### src/rtl/tqv_peri_pkg.sv
// Shared types and constants for the TinyQV peripheral bus initiator.
// Size codes, FSM state encoding, request payload and the size-to-mask helper.
package tqv_peri_pkg;

  localparam int unsigned ADDR_W = 11;
  localparam int unsigned DATA_W = 32;
  localparam int unsigned SIZE_W = 2;

  localparam logic [SIZE_W-1:0] SIZE_8    = 2'b00;
  localparam logic [SIZE_W-1:0] SIZE_16   = 2'b01;
  localparam logic [SIZE_W-1:0] SIZE_32   = 2'b10;
  localparam logic [SIZE_W-1:0] SIZE_NONE = 2'b11;

  typedef enum logic [2:0] {
    ST_IDLE,
    ST_WRITE,
    ST_RD_WAIT,
    ST_RD_DONE,
    ST_RESP
  } state_t;

  typedef struct packed {
    logic              write;
    logic [SIZE_W-1:0] size;
    logic [ADDR_W-1:0] addr;
    logic [DATA_W-1:0] wdata;
  } req_t;

  // Mask of meaningful data bits for a transfer size; SIZE_NONE yields no bits.
  function automatic logic [DATA_W-1:0] size_mask(input logic [SIZE_W-1:0] size);
    logic [DATA_W-1:0] m;
    m = '0;
    case (size)
      SIZE_8:  m = 32'h0000_00FF;
      SIZE_16: m = 32'h0000_FFFF;
      SIZE_32: m = 32'hFFFF_FFFF;
      default: m = '0;
    endcase
    return m;
  endfunction

endpackage

### src/rtl/tqv_peri_init_timer.sv
// Read-wait timeout counter: cleared on request accept, counts while enabled.
// Expired is asserted during the TIMEOUT_CYCLES-th enabled cycle; constant 0 when TIMEOUT_CYCLES==0.
module tqv_peri_init_timer #(
  parameter int unsigned TIMEOUT_CYCLES = 255,
  parameter int unsigned TMO_W          = 8
) (
  input  logic clk,
  input  logic rst_n,
  input  logic i_clr,
  input  logic i_en,
  output logic o_expired_c
);

  generate
    if (TIMEOUT_CYCLES == 0) begin : g_off
      assign o_expired_c = 1'b0;
    end else begin : g_on
      logic [TMO_W-1:0] r_count;

      // r_count holds the number of enabled cycles already completed.
      always_ff @(posedge clk) begin
        if (!rst_n) begin
          r_count <= '0;
        end else if (i_clr) begin
          r_count <= '0;
        end else if (i_en && !o_expired_c) begin
          r_count <= r_count + TMO_W'(1);
        end
      end

      assign o_expired_c = i_en && (r_count >= TMO_W'(TIMEOUT_CYCLES - 1));
    end
  endgenerate

endmodule

### src/rtl/tqv_peri_initiator.sv
// TinyQV peripheral bus initiator: one valid/ready request -> one bus transaction -> one response.
// Optional build macro TQV_INIT_ALIGN_CHECK_EN rejects misaligned 16b/32b requests without bus activity.
module tqv_peri_initiator
  import tqv_peri_pkg::*;
#(
  parameter int unsigned TIMEOUT_CYCLES = 255,
  parameter int unsigned TMO_W          = 8
) (
  input  logic              clk,
  input  logic              rst_n,
  input  logic              req_valid,
  output logic              req_ready,
  input  logic              req_write,
  input  logic [SIZE_W-1:0] req_size,
  input  logic [ADDR_W-1:0] req_addr,
  input  logic [DATA_W-1:0] req_wdata,
  output logic              rsp_valid,
  input  logic              rsp_ready,
  output logic [DATA_W-1:0] rsp_rdata,
  output logic              rsp_error,
  output logic [ADDR_W-1:0] bus_addr,
  output logic [DATA_W-1:0] bus_wdata,
  output logic [SIZE_W-1:0] bus_data_write_n,
  output logic [SIZE_W-1:0] bus_data_read_n,
  input  logic [DATA_W-1:0] bus_data_in,
  input  logic              bus_data_ready,
  output logic              bus_data_read_complete
);

  state_t            r_state;
  logic              r_req_ready;
  logic              r_rsp_valid;
  logic              r_rsp_error;
  logic [DATA_W-1:0] r_rsp_rdata;
  logic [ADDR_W-1:0] r_addr;
  logic [DATA_W-1:0] r_wdata;
  logic [SIZE_W-1:0] r_size;
  logic [SIZE_W-1:0] r_write_n;
  logic [SIZE_W-1:0] r_read_n;
  logic              r_complete;

  req_t              w_req;
  logic              w_accept;
  logic              w_misalign;
  logic              w_bad_req;
  logic              w_tmo_en;
  logic              w_expired;

  assign w_req = '{write: req_write, size: req_size, addr: req_addr, wdata: req_wdata};
  assign w_accept = req_valid && r_req_ready && (r_state == ST_IDLE);

`ifdef TQV_INIT_ALIGN_CHECK_EN
  assign w_misalign = ((w_req.size == SIZE_16) && w_req.addr[0]) ||
                      ((w_req.size == SIZE_32) && (w_req.addr[1:0] != 2'b00));
`else
  assign w_misalign = 1'b0;
`endif

  // Requests that are answered with an error and never reach the bus.
  assign w_bad_req = (w_req.size == SIZE_NONE) || w_misalign;

  assign w_tmo_en = (r_state == ST_RD_WAIT);

  tqv_peri_init_timer #(
    .TIMEOUT_CYCLES(TIMEOUT_CYCLES),
    .TMO_W         (TMO_W)
  ) u_timer (
    .clk        (clk),
    .rst_n      (rst_n),
    .i_clr      (w_accept),
    .i_en       (w_tmo_en),
    .o_expired_c(w_expired)
  );

  // Transaction FSM; every bus and response output is a register updated on the state change.
  always_ff @(posedge clk) begin
    if (!rst_n) begin
      r_state     <= ST_IDLE;
      r_req_ready <= 1'b1;
      r_rsp_valid <= 1'b0;
      r_rsp_error <= 1'b0;
      r_rsp_rdata <= '0;
      r_addr      <= '0;
      r_wdata     <= '0;
      r_size      <= SIZE_NONE;
      r_write_n   <= SIZE_NONE;
      r_read_n    <= SIZE_NONE;
      r_complete  <= 1'b0;
    end else begin
      r_complete <= 1'b0;
      case (r_state)
        ST_IDLE: begin
          if (w_accept) begin
            r_addr      <= w_req.addr;
            r_wdata     <= w_req.wdata;
            r_size      <= w_req.size;
            r_req_ready <= 1'b0;
            if (w_bad_req) begin
              r_state     <= ST_RESP;
              r_rsp_valid <= 1'b1;
              r_rsp_error <= 1'b1;
              r_rsp_rdata <= '0;
            end else if (w_req.write) begin
              r_state   <= ST_WRITE;
              r_write_n <= w_req.size;
            end else begin
              r_state  <= ST_RD_WAIT;
              r_read_n <= w_req.size;
            end
          end
        end

        ST_WRITE: begin
          r_write_n   <= SIZE_NONE;
          r_state     <= ST_RESP;
          r_rsp_valid <= 1'b1;
          r_rsp_error <= 1'b0;
          r_rsp_rdata <= '0;
        end

        // Ready has priority over a timeout landing in the same cycle.
        ST_RD_WAIT: begin
          if (bus_data_ready) begin
            r_rsp_rdata <= bus_data_in & size_mask(r_size);
            r_rsp_error <= 1'b0;
            r_read_n    <= SIZE_NONE;
            r_complete  <= 1'b1;
            r_state     <= ST_RD_DONE;
          end else if (w_expired) begin
            r_rsp_rdata <= '0;
            r_rsp_error <= 1'b1;
            r_read_n    <= SIZE_NONE;
            r_complete  <= 1'b1;
            r_state     <= ST_RD_DONE;
          end
        end

        ST_RD_DONE: begin
          r_rsp_valid <= 1'b1;
          r_state     <= ST_RESP;
        end

        ST_RESP: begin
          if (rsp_ready) begin
            r_rsp_valid <= 1'b0;
            r_rsp_error <= 1'b0;
            r_rsp_rdata <= '0;
            r_req_ready <= 1'b1;
            r_state     <= ST_IDLE;
          end
        end

        default: begin
          r_write_n   <= SIZE_NONE;
          r_read_n    <= SIZE_NONE;
          r_rsp_valid <= 1'b0;
          r_rsp_error <= 1'b0;
          r_rsp_rdata <= '0;
          r_req_ready <= 1'b1;
          r_state     <= ST_IDLE;
        end
      endcase
    end
  end

  assign req_ready              = r_req_ready;
  assign rsp_valid              = r_rsp_valid;
  assign rsp_rdata              = r_rsp_rdata;
  assign rsp_error              = r_rsp_error;
  assign bus_addr               = r_addr;
  assign bus_wdata              = r_wdata;
  assign bus_data_write_n       = r_write_n;
  assign bus_data_read_n        = r_read_n;
  assign bus_data_read_complete = r_complete;

endmodule

### config.mk
export PLATFORM = sky130hd
export DESIGN_NAME = tqv_peri_initiator
export DESIGN_NICKNAME = d
export VERILOG_FILES = /design/src/rtl/tqv_peri_pkg.sv /design/src/rtl/tqv_peri_init_timer.sv /design/src/rtl/tqv_peri_initiator.sv
export SDC_FILE = /design/constraint.sdc
export NUM_CORES = 1
export LEC_CHECK = 0
export ABC_AREA = 1
export ABC_CLOCK_PERIOD_IN_PS = 2100
export CAP_MARGIN = 15
export CORE_MARGIN = 2
export CORE_UTILIZATION = 45
export DETAILED_ROUTE_END_ITERATION = 8
export GPL_TIMING_DRIVEN = 0
export PLACE_DENSITY_LB_ADDON = 0.25
export SLEW_MARGIN = 20
export SYNTH_ARGS = -nofsm -noshare
export SYNTH_HDL_FRONTEND = slang
export SYNTH_SLANG_ARGS = --single-unit
### constraint.sdc
create_clock -name clk -period 2.1 [get_ports clk]
set_input_delay 0.21 -clock clk [delete_from_list [all_inputs] [get_ports clk]]
set_output_delay 0.21 -clock clk [all_outputs]
set_load 0.1 [all_outputs]
## After elaboration in Yosys (flattened, before gate mapping)

Cells that the tools add are included.

| word-level totals | value |
|---|---|
| flip-flop bits (word level) | 96 |
| bits of input ports | 83 |
| output and inout port bits | 83 |
| word-level logic and storage cells | 94 |

| operators by class | value |
|---|---|
| reduce and logical (&&, ||, !) cells | 20 |
| bitwise operators | 7 |
| magnitude comparators | 1 |
| equality and inequality tests | 14 |
| muxes and demuxes | 39 |
| add/sub/neg operators | 1 |

Operators by type and width:

| kind | count |
|---|---|
| 2-to-1 mux 32 bit | 8 |
| case mux 32 bit (4 select lines) | 1 |
| case mux 32 bit (3 select lines) | 1 |
| AND 32 bit | 1 |
| 2-to-1 mux 2 bit | 9 |
| 2-to-1 mux 3 bit | 5 |
| case mux 3 bit (4 select lines) | 1 |
| inequality test 2 bit (second input constant) | 5 |
| AND reduction 5 bit | 2 |
| 2-to-1 mux 1 bit | 9 |
| OR reduction 3 bit | 3 |
| adder 8 x 1 -> 8 bit (second input constant) | 1 |
| >= comparator 8 bit (second input constant) | 1 |
| case mux 1 bit (4 select lines) | 2 |
| AND reduction 4 bit | 2 |
| == test 3 x 2 -> 1 bit (second input constant) | 2 |
| NOT 1 bit | 6 |
| case mux 2 bit (3 select lines) | 1 |
| AND reduction 3 bit | 2 |
| == test 2 bit (second input constant) | 2 |
| logical AND 1 bit | 4 |
| case mux 2 bit (2 select lines) | 1 |
| AND reduction 2 bit | 2 |
| OR reduction 2 bit | 2 |
| other kinds (9) | 9 |

## Longest topological paths before layout

Gate-level depths: netlist of the first run.

| depth | value |
|---|---|
| depth in word-level cells | 8 |
| depth in mapped cells | 11 |
| depth with buffers taken out | 11 |

## Modules after synthesis

Synthesis of the first run repeated with hierarchy kept, for this count alone.

| unflattened totals | value |
|---|---|
| cells, all modules | 585 |
| area, all modules | 4142.7 sq um |

By module, submodules not included:

| module | instances | cells an instance | seq. area each (sq um) | area an instance (sq um) |
|---|---|---|---|---|
| tqv_peri_initiator | 1 | 509 | 1761.7 | 3644.7 |
| tqv_peri_init_timer | 1 | 76 | 160.2 | 498.0 |

## Worst setup path before layout of the first run

OpenSTA, ideal clock, no wires.

| path | value |
|---|---|
| kind | register to register |
| start | reg r_req_ready, in the netlist req_ready |
| end | reg r_rsp_error, in the netlist rsp_error |
| setup time | 65 ps |
| clock period less this slack | 2035 ps |
| data arrival time | 1970 ps |
| setup slack | 65 ps |
| stages on the path, launching flop included | 10 |
| cell sequence | dfxtp_1 -> nand2_1 -> nand3_1 -> nand2_2 -> nor2_4 -> inv_2 -> nor2_4 -> buf_6 -> nor2_1 -> nor2_1 |

| between the ends | value |
|---|---|
| cells in the longest elaborated chain, start to end | 4 |

Ends and longest elaborated chain:

| element | RTL line | source |
|---|---|---|
| from (decl) | tqv_peri_initiator.sv:31 | `logic r_req_ready;` |
| from (signal assigned) | tqv_peri_initiator.sv:79 | `r_req_ready <= 1'b1;` |
| from (signal assigned) | tqv_peri_initiator.sv:97 | `r_req_ready <= 1'b0;` |
| from (signal assigned) | tqv_peri_initiator.sv:148 | `r_req_ready <= 1'b1;` |
| logical AND 1 bit (2 in series) | tqv_peri_initiator.sv:50 | `assign w_accept = req_valid && r_req_ready && (r_state == ST_IDLE);` |
| inequality test 2 x 1 -> 1 bit (no line) | n/a |  |
| AND reduction 5 bit (no line) | n/a |  |
| to (signal assigned) | tqv_peri_initiator.sv:81 | `r_rsp_error <= 1'b0;` |
| to (signal assigned) | tqv_peri_initiator.sv:101 | `r_rsp_error <= 1'b1;` |
| to (signal assigned) | tqv_peri_initiator.sv:117 | `r_rsp_error <= 1'b0;` |
| to (decl) | tqv_peri_initiator.sv:33 | `logic r_rsp_error;` |

Every way passes these cells.
A chain may end at the register's enable or synchronous reset.

## Worst setup path after layout of the first run

| path | value |
|---|---|
| start | reg r_read_n[1], in the netlist bus_data_read_n[1] |
| end | out bus_data_read_n[1] |

RTL lines:

| element | RTL line | source |
|---|---|---|
| from (decl) | tqv_peri_initiator.sv:39 | `logic [SIZE_W-1:0] r_read_n;` |
| from (signal assigned) | tqv_peri_initiator.sv:108 | `r_read_n <= w_req.size;` |
| to (decl) | tqv_peri_initiator.sv:24 | `output logic [SIZE_W-1:0] bus_data_read_n,` |

No word-level cell between the ends.

==> results of run 1 <==
==> cell usage in the layout, fill, tap and decap left out <==
cell type / n
nand2_1: 154
clkdlybuf4s50_1: 137
dfxtp_1: 96
nor2_1: 83
a21oi_1: 53
nand3_1: 48
nand4_1: 35
dlymetal6s2s_1: 23
inv_1: 21
buf_2: 14
clkbuf_1: 14
clkbuf_8: 11
o21ai_0: 7
ha_1: 4
dlygate4sd2_1: 4
inv_2: 3
nand2_2: 3
buf_6: 3
buf_4: 3
clkinvlp_4: 3
nand3_2: 2
nor2_4: 2
buf_1: 2
nor3_1: 2
o211ai_1: 2
or2_2: 2
nor2_2: 1
o21bai_1: 1
and3_1: 1
clkinv_1: 1
a21o_1: 1
a211oi_1: 1
xnor2_1: 1
xor2_1: 1
inv_6: 1
clkinv_4: 1
==> registers in the layout (all words and copies together) (netlist names) <==
name and cells:
bus_data_read_n 2, rsp_rdata 32, r_state 3, bus_wdata 32
bus_data_read_complete 1, u_timer.g_on.r_count 8, req_ready 1, rsp_valid 1
bus_addr 11, rsp_error 1, r_size 2, bus_data_write_n 2
==> cells by family after synthesis <==
logic type      after synthesis
simple gates                333
flops                        96
compound gates               65
buf+inv                      61
fa+ha+maj                     4
xor+xnor                      2
==> cell type report <==
class | instances | area, um2 | area share (%)
timing repair buffer | 164 | 1694 | 27.89
tap | 108 | 135.1 | 2.225
clock buffer | 11 | 151.4 | 2.493
multi-input combinational | 404 | 1851 | 30.47
clock inverter | 5 | 40.04 | 0.6593
inverter | 25 | 93.84 | 1.545
buffer | 36 | 186.4 | 3.070
sequential | 96 | 1922 | 31.64
==> worst reg2reg max path: stages, from the launching register on <==
cell      delay [ps]
dfxtp_1          380
inv_1            160
nand3_2          170
inv_2            160
clkbuf_1         390
nand3_1          130
nand4_1          120
nand2_1           50
nor2_1           100
==> timing repair <==
item | CTS | global route
gates cloned | 0 | 0
endpoints found under the setup margin | 4 | 23
hold buffers | 0 | 0
resized for setup | 4 | 23
==> layer usage <==
layer  GRT usage (%)  vias to the layer above
li1                -                     2182
met1           26.60                     2000
met2           38.77                      179
met3           8.369                       18
met4           8.219                        0
met5               0                        -
==> power by group through the flow <==
stage | sequential, mW | clock [mW] | combinational (mW)
3_5_place_dp | 2.59 | 0 | 6.47
2_1_floorplan | 5.35 | 0 | 2.22
5_1_grt | 2.60 | 1.26 | 6.93
3_3_place_gp | 2.57 | 0 | 6.38
4_1_cts | 2.55 | 1.18 | 6.47
6_report | 2.55 | 1.15 | 6.46
==> how the worst min path moves through the flow <==
stage | to | cells after the start | slack [ps] | startpoint
after floorplan | r_size[1] | 2 | 320 | req_size[1]
after global placement | u_timer.g_on.r_count[7] | 2 | 440 | u_timer.g_on.r_count[7]
after detailed placement | u_timer.g_on.r_count[7] | 2 | 450 | u_timer.g_on.r_count[7]
final | u_timer.g_on.r_count[6] | 3 | 310 | rst_n
after global routing | u_timer.g_on.r_count[4] | 3 | 330 | rst_n
after CTS | u_timer.g_on.r_count[6] | 3 | 300 | rst_n
==> metrics by stage <==
step / power [mW] / instance area (um2) / hold WS, ps / worst slack [ps] / cells
4_1_cts: 10.20 / 6016 / 301.8 / 0.8755 / 849
6_report: 10.16 / 6073 / 313.0 / 34.93 / 849
5_1_grt: 10.79 / 6073 / 332.5 / 0.1084 / 849
2_1_floorplan: 7.567 / 4053 / 323.2 / 64.98 / 561
3_3_place_gp: 8.946 / 5829 / 440.3 / 270.7 / 833
3_5_place_dp: 9.066 / 5829 / 447.4 / 247.8 / 833
==> impl_results.md, run 1 <==
* Sink Count at 96
* Tcrit/Tclk final at between 90% and 100%
* Hold Violations, Final at 0
* Top-area cell type share of the netlist area at between 40 and 50%
* Maxcap violations at 0
* Synth warnings at 0
* Status: completed
* Share of the yosys chip area belonging to registers at 47.42%
* CP delay by family, top: buffers and inverters
* P_leak at 2.724 nW
* Clock Skew at about 11 ps
* Gate power share at 63.6%
* Layout cells sized above 1 at 6.613%
* Yosys top cell by area: dfxtp_1
* Max Used Layer: met4
* Routed Antenna Nets at 0
* Port buffer count at roughly 160
* Wl on met1 at 4.776 mm
* Metal3 WL at between 1 and 1.5 mm
* Wirelength, routed at 11.48 mm
* Maximum clock frequency at 484.2 MHz
* Ranking of synthesized cells by area: dfxtp_1, nand2_1, nor2_1, a21oi_1, nand3_1
* Ant. Diodes at 0
* Avg Synthesized Cell Area at a little over 7 um2
* Routed wl met2 at 5.386 mm
* Seq pwr share at between 20% and 30%
* Fillers at approximately 700
* Die area at 0.009781 mm2
* Congestion Overflow GR at 0
* XOR/XNOR share of the synthesized area at less than 1%
* Synth unique cells at 29
* Max-slew headroom at 30.71%
* Top-count cell post-synth: nand2_1
* Crit. Startpoint: bus_data_read_n[1]
* CP Max Fanout at 2
* Hold/Removal Path Class: in2reg
* Startpoint Class: register
* DR iter-0 viols at around 190
* CTS clk-pin slew, worst paths at 100 ps
* Fin nets at roughly 800
* Async set-reset flop share out of synthesis at 0%
* Number of vias per cell at roughly 5.2
* RSZ-0062 raised after global routing: no
* Crit path time final at between 2000 and 2500 ps
* Final core occ at a little over two thirds
* Main combinational cell family by area after synthesis: simple AND/OR/NAND/NOR gates
* Final setup violating endpoints at 0
* Crit path arrival time at 1860 ps
* CP cell instances: clkdlybuf4s50_1
* Setup TNS at 0 ps
* Global-route wire length before repair at between 15 and 20 mm
* Vias at roughly 4.4k
* # Post-CTS Setup Buffers at 0
* RD Place Congestion at approximately 0.93
* Synth Area in Compound Gates at between 8 and 9%
* Clock Latency Late Sink at ~350 ps
* Top_reg_cell synth: dfxtp_1
* Post-Syn Area at 0.004053 mm2
* Die width at ~99 um
* R2R Path Start: r_state[2]
* Slowest CP cell: clkdlybuf4s50_1
* Net Count, Synth at roughly 650
* Number of global-route vias before repair at between 4k and 5k
* Final HPWL DP at ~8.7 mm
* CP max stage delay at approximately 1200 ps
* Chip height at 98.90 um
* Initial antenna violation count at 0
* CORE AREA at 0.008721 mm2
* Syn Inst Count at between 500 and 600
* Mux cell area share after synthesis at 0%
* Number of flops mapped to enable cells by yosys at 0
* Initial Utilization at a little under half
* Fin. max-slew vios at 0
* Router iterations before antenna repair at 4
* VDD IR max at ~0.84 mV
* Crit path required time at 1890 ps
* Reg2reg setup slack at 370 ps
* PD cells at about 1700 mW/mm2
* CTS Buffer Depth at 2
* Simple-gate area share of the yosys netlist at a little over a third
* Psw at between 5 and 6 mW
* # IOs at roughly 170
* Drt wl/cell at around 14 um
* Bufs and invs on worst path at 1
* DRC violations left at 0
* Synth Register Bits at between 90 and 100
* Total track usage at 22.90%
* CTS tree: done
* Critical Path Stages at 1
* H-tree depth at 3
* Register-to-Register Path Depth at 8
* Worst setup endpoint: bus_data_read_n[1]
* CTS Buf Count at 9
* Top post-synthesis cells by count: nand2_1, dfxtp_1, nor2_1
* Internal power at approximately 4.5 mW
* Sw frac at between 50% and 60%
* Setup CP Type: reg2out
* Clk pwr share at 11.3%
* CP endpoint kind: primary output
* Adder-cell share of the synthesized area at approximately 1.2%
* R2r endpoint: rsp_rdata[9]
* Largest net degree at the start of global routing at 17
* Worst slew pin tran at ~1000 ps
* Area grow syn2layout at 49.86%
* Clock root buffer: clkbuf_8
* Std-Cell Rows at 34
Power figures use the tool's default switching activity.
==> run 2: changes to the inputs <==
--- a/config.mk
+++ b/config.mk
@@ -9,7 +9,7 @@
 export ABC_CLOCK_PERIOD_IN_PS = 2100
 export CAP_MARGIN = 15
 export CORE_MARGIN = 2
-export CORE_UTILIZATION = 45
+export CORE_UTILIZATION = 46
 export DETAILED_ROUTE_END_ITERATION = 8
 export GPL_TIMING_DRIVEN = 0
 export PLACE_DENSITY_LB_ADDON = 0.25
==> impl_results.md, run 2 (synthesized netlist as in run 1, its figures left out) <==
* Status: completed
* Routed Antenna Nets at 0
* DR iter-0 viols at around 190
* Hold Worst Slack at around 330 ps
* Slowest CP cell: clkdlybuf4s50_1
* P_leak at around 2.6 nW
* Startpoint Class: register
* Maximum clock frequency at 483.8 MHz
* Multi-input logic area at ~0.0019 mm2
* Drt wl/cell at approximately 13 um
* CTS clk-pin slew, worst paths at 90 ps
* CP Max Fanout at 2
* Register-to-Register Path Depth at 8
* Crit path time final at roughly 2100 ps
* Clock root buffer: clkbuf_8
* Bufs and invs on worst path at 1
* # IOs at 166
* Hold Violations, Final at 0
* Std-Cell Rows at 34
* Most common cell after layout, fill and taps aside: nand2_1
* Congestion Overflow GR at 0
* RD Place Congestion at roughly 0.88
* Worst Hold Depth at 3
* Router iterations before antenna repair at 7
* Max-slew headroom at between 30% and 40%
* VDD IR max at ~0.96 mV
* Crit path required time at approximately 1900 ps
* Final setup violating endpoints at 0
* Placed Area at between 0.005 and 0.006 mm2
* Clock Skew at 9.842 ps
* Die width at between 90 and 100 um
* Fin. max-slew vios at 0
* CP max stage delay at roughly 1200 ps
* Fillers at slightly above 700
* Finished Layout Cells at roughly 850
* CTS tree: done
* Ant. Diodes at 0
* Tcrit/Tclk final at between 90 and 100%
* CORE AREA at between 0.008 and 0.009 mm2
* Reg area at between 0.0015 and 0.002 mm2
* RSZ-0062 raised after global routing: no
* Hold/Removal Path Class: in2reg
* Crit path arrival time at around 1900 ps
* Number of vias per cell at slightly above 5
* Setup TNS at 0 ps
* Clock Latency Late Sink at ~350 ps
* Design area at 0.006085 mm2
* Chip height at 97.86 um
* Largest net degree at the start of global routing at 16
* Pre-CTS setup slack at approximately 260 ps
* Total track usage at about 23%
* DRC violations left at 0
* CTS Buffer Depth at 2
* Final HPWL DP at 8.450 mm
* H-tree depth at 3
* PD cells at 1696 mW/mm2
* Area grow syn2layout at 50.14%
* CP endpoint kind: primary output
* Design Power at between 10 and 15 mW
* Final core occ at between 70% and 80%
* Initial Utilization at roughly 47%
* Layout cells sized above 1 at 6.478%
* Fin worst setup slack at between 30 and 40 ps
* Vias at between 4k and 5k
* Maxcap violations at 0
* Initial antenna violation count at 0
* Global-route wire length before repair at 18.00 mm
* CP delay by family, top: buffers and inverters
* Placed Cells at 833
* Number of global-route vias before repair at about 4k
* Port buffer count at about 160
* Sink Count at 96
* CP cell instances: clkdlybuf4s50_1
* Die area at about 0.0096 mm2
* Worst slew pin tran at just over 1000 ps
* Setup CP Type: reg2out
* Wirelength, routed at ~11 mm
* Fin nets at between 800 and 900
* Critical Path Stages at 1
* Most frequent cells in the layout: nand2_1, clkdlybuf4s50_1, dfxtp_1
* CTS Buf Count at 9
run 2: area by class of cell:
cell class	instances	share of cell area, %
repair buffers	164	27.53
clock buffers	11	2.324
clock inverters	5	1.316
flip-flops and latches	96	31.59
inverters	25	1.542
multi-input cells	404	30.41
well taps	108	2.221
plain buffers	36	3.064
run 2: per-layer routing:
metal  global-route usage, %  vias up  share of wire [%]
met1                   26.31     1935                 42
met3                   7.874       12                8.8
met5                       0        -                  0
met2                   38.72      150                 48
li1                        -     2179                  -
met4                   7.158        0                1.1
run 2: repair_timing:
action                     4_1_cts  5_1_grt
resized for setup                3       15
hold buffers                     0        0
buffers inserted                 0        0
pin swaps                        0        0
gates cloned                     0        0
setup endpoints to repair        3       15
run 2: final timing paths:
kind / startpoint / to / slack [ps]
worst max-delay path: rsp_rdata[20] / rsp_rdata[20] / 30
worst min-delay path: rst_n / u_timer.g_on.r_count[4] / 330
worst max register to register: r_state[2] / rsp_rdata[10] / 400
worst min register to register: u_timer.g_on.r_count[7] / u_timer.g_on.r_count[7] / 460
run 2: power breakdown:
group	internal (mW)	total, mW	switching, mW
logic	1.68	6.45	4.76
registers	2.28	2.55	0.263
clock network	0.702	1.33	0.627
total	4.67	10.3	5.65
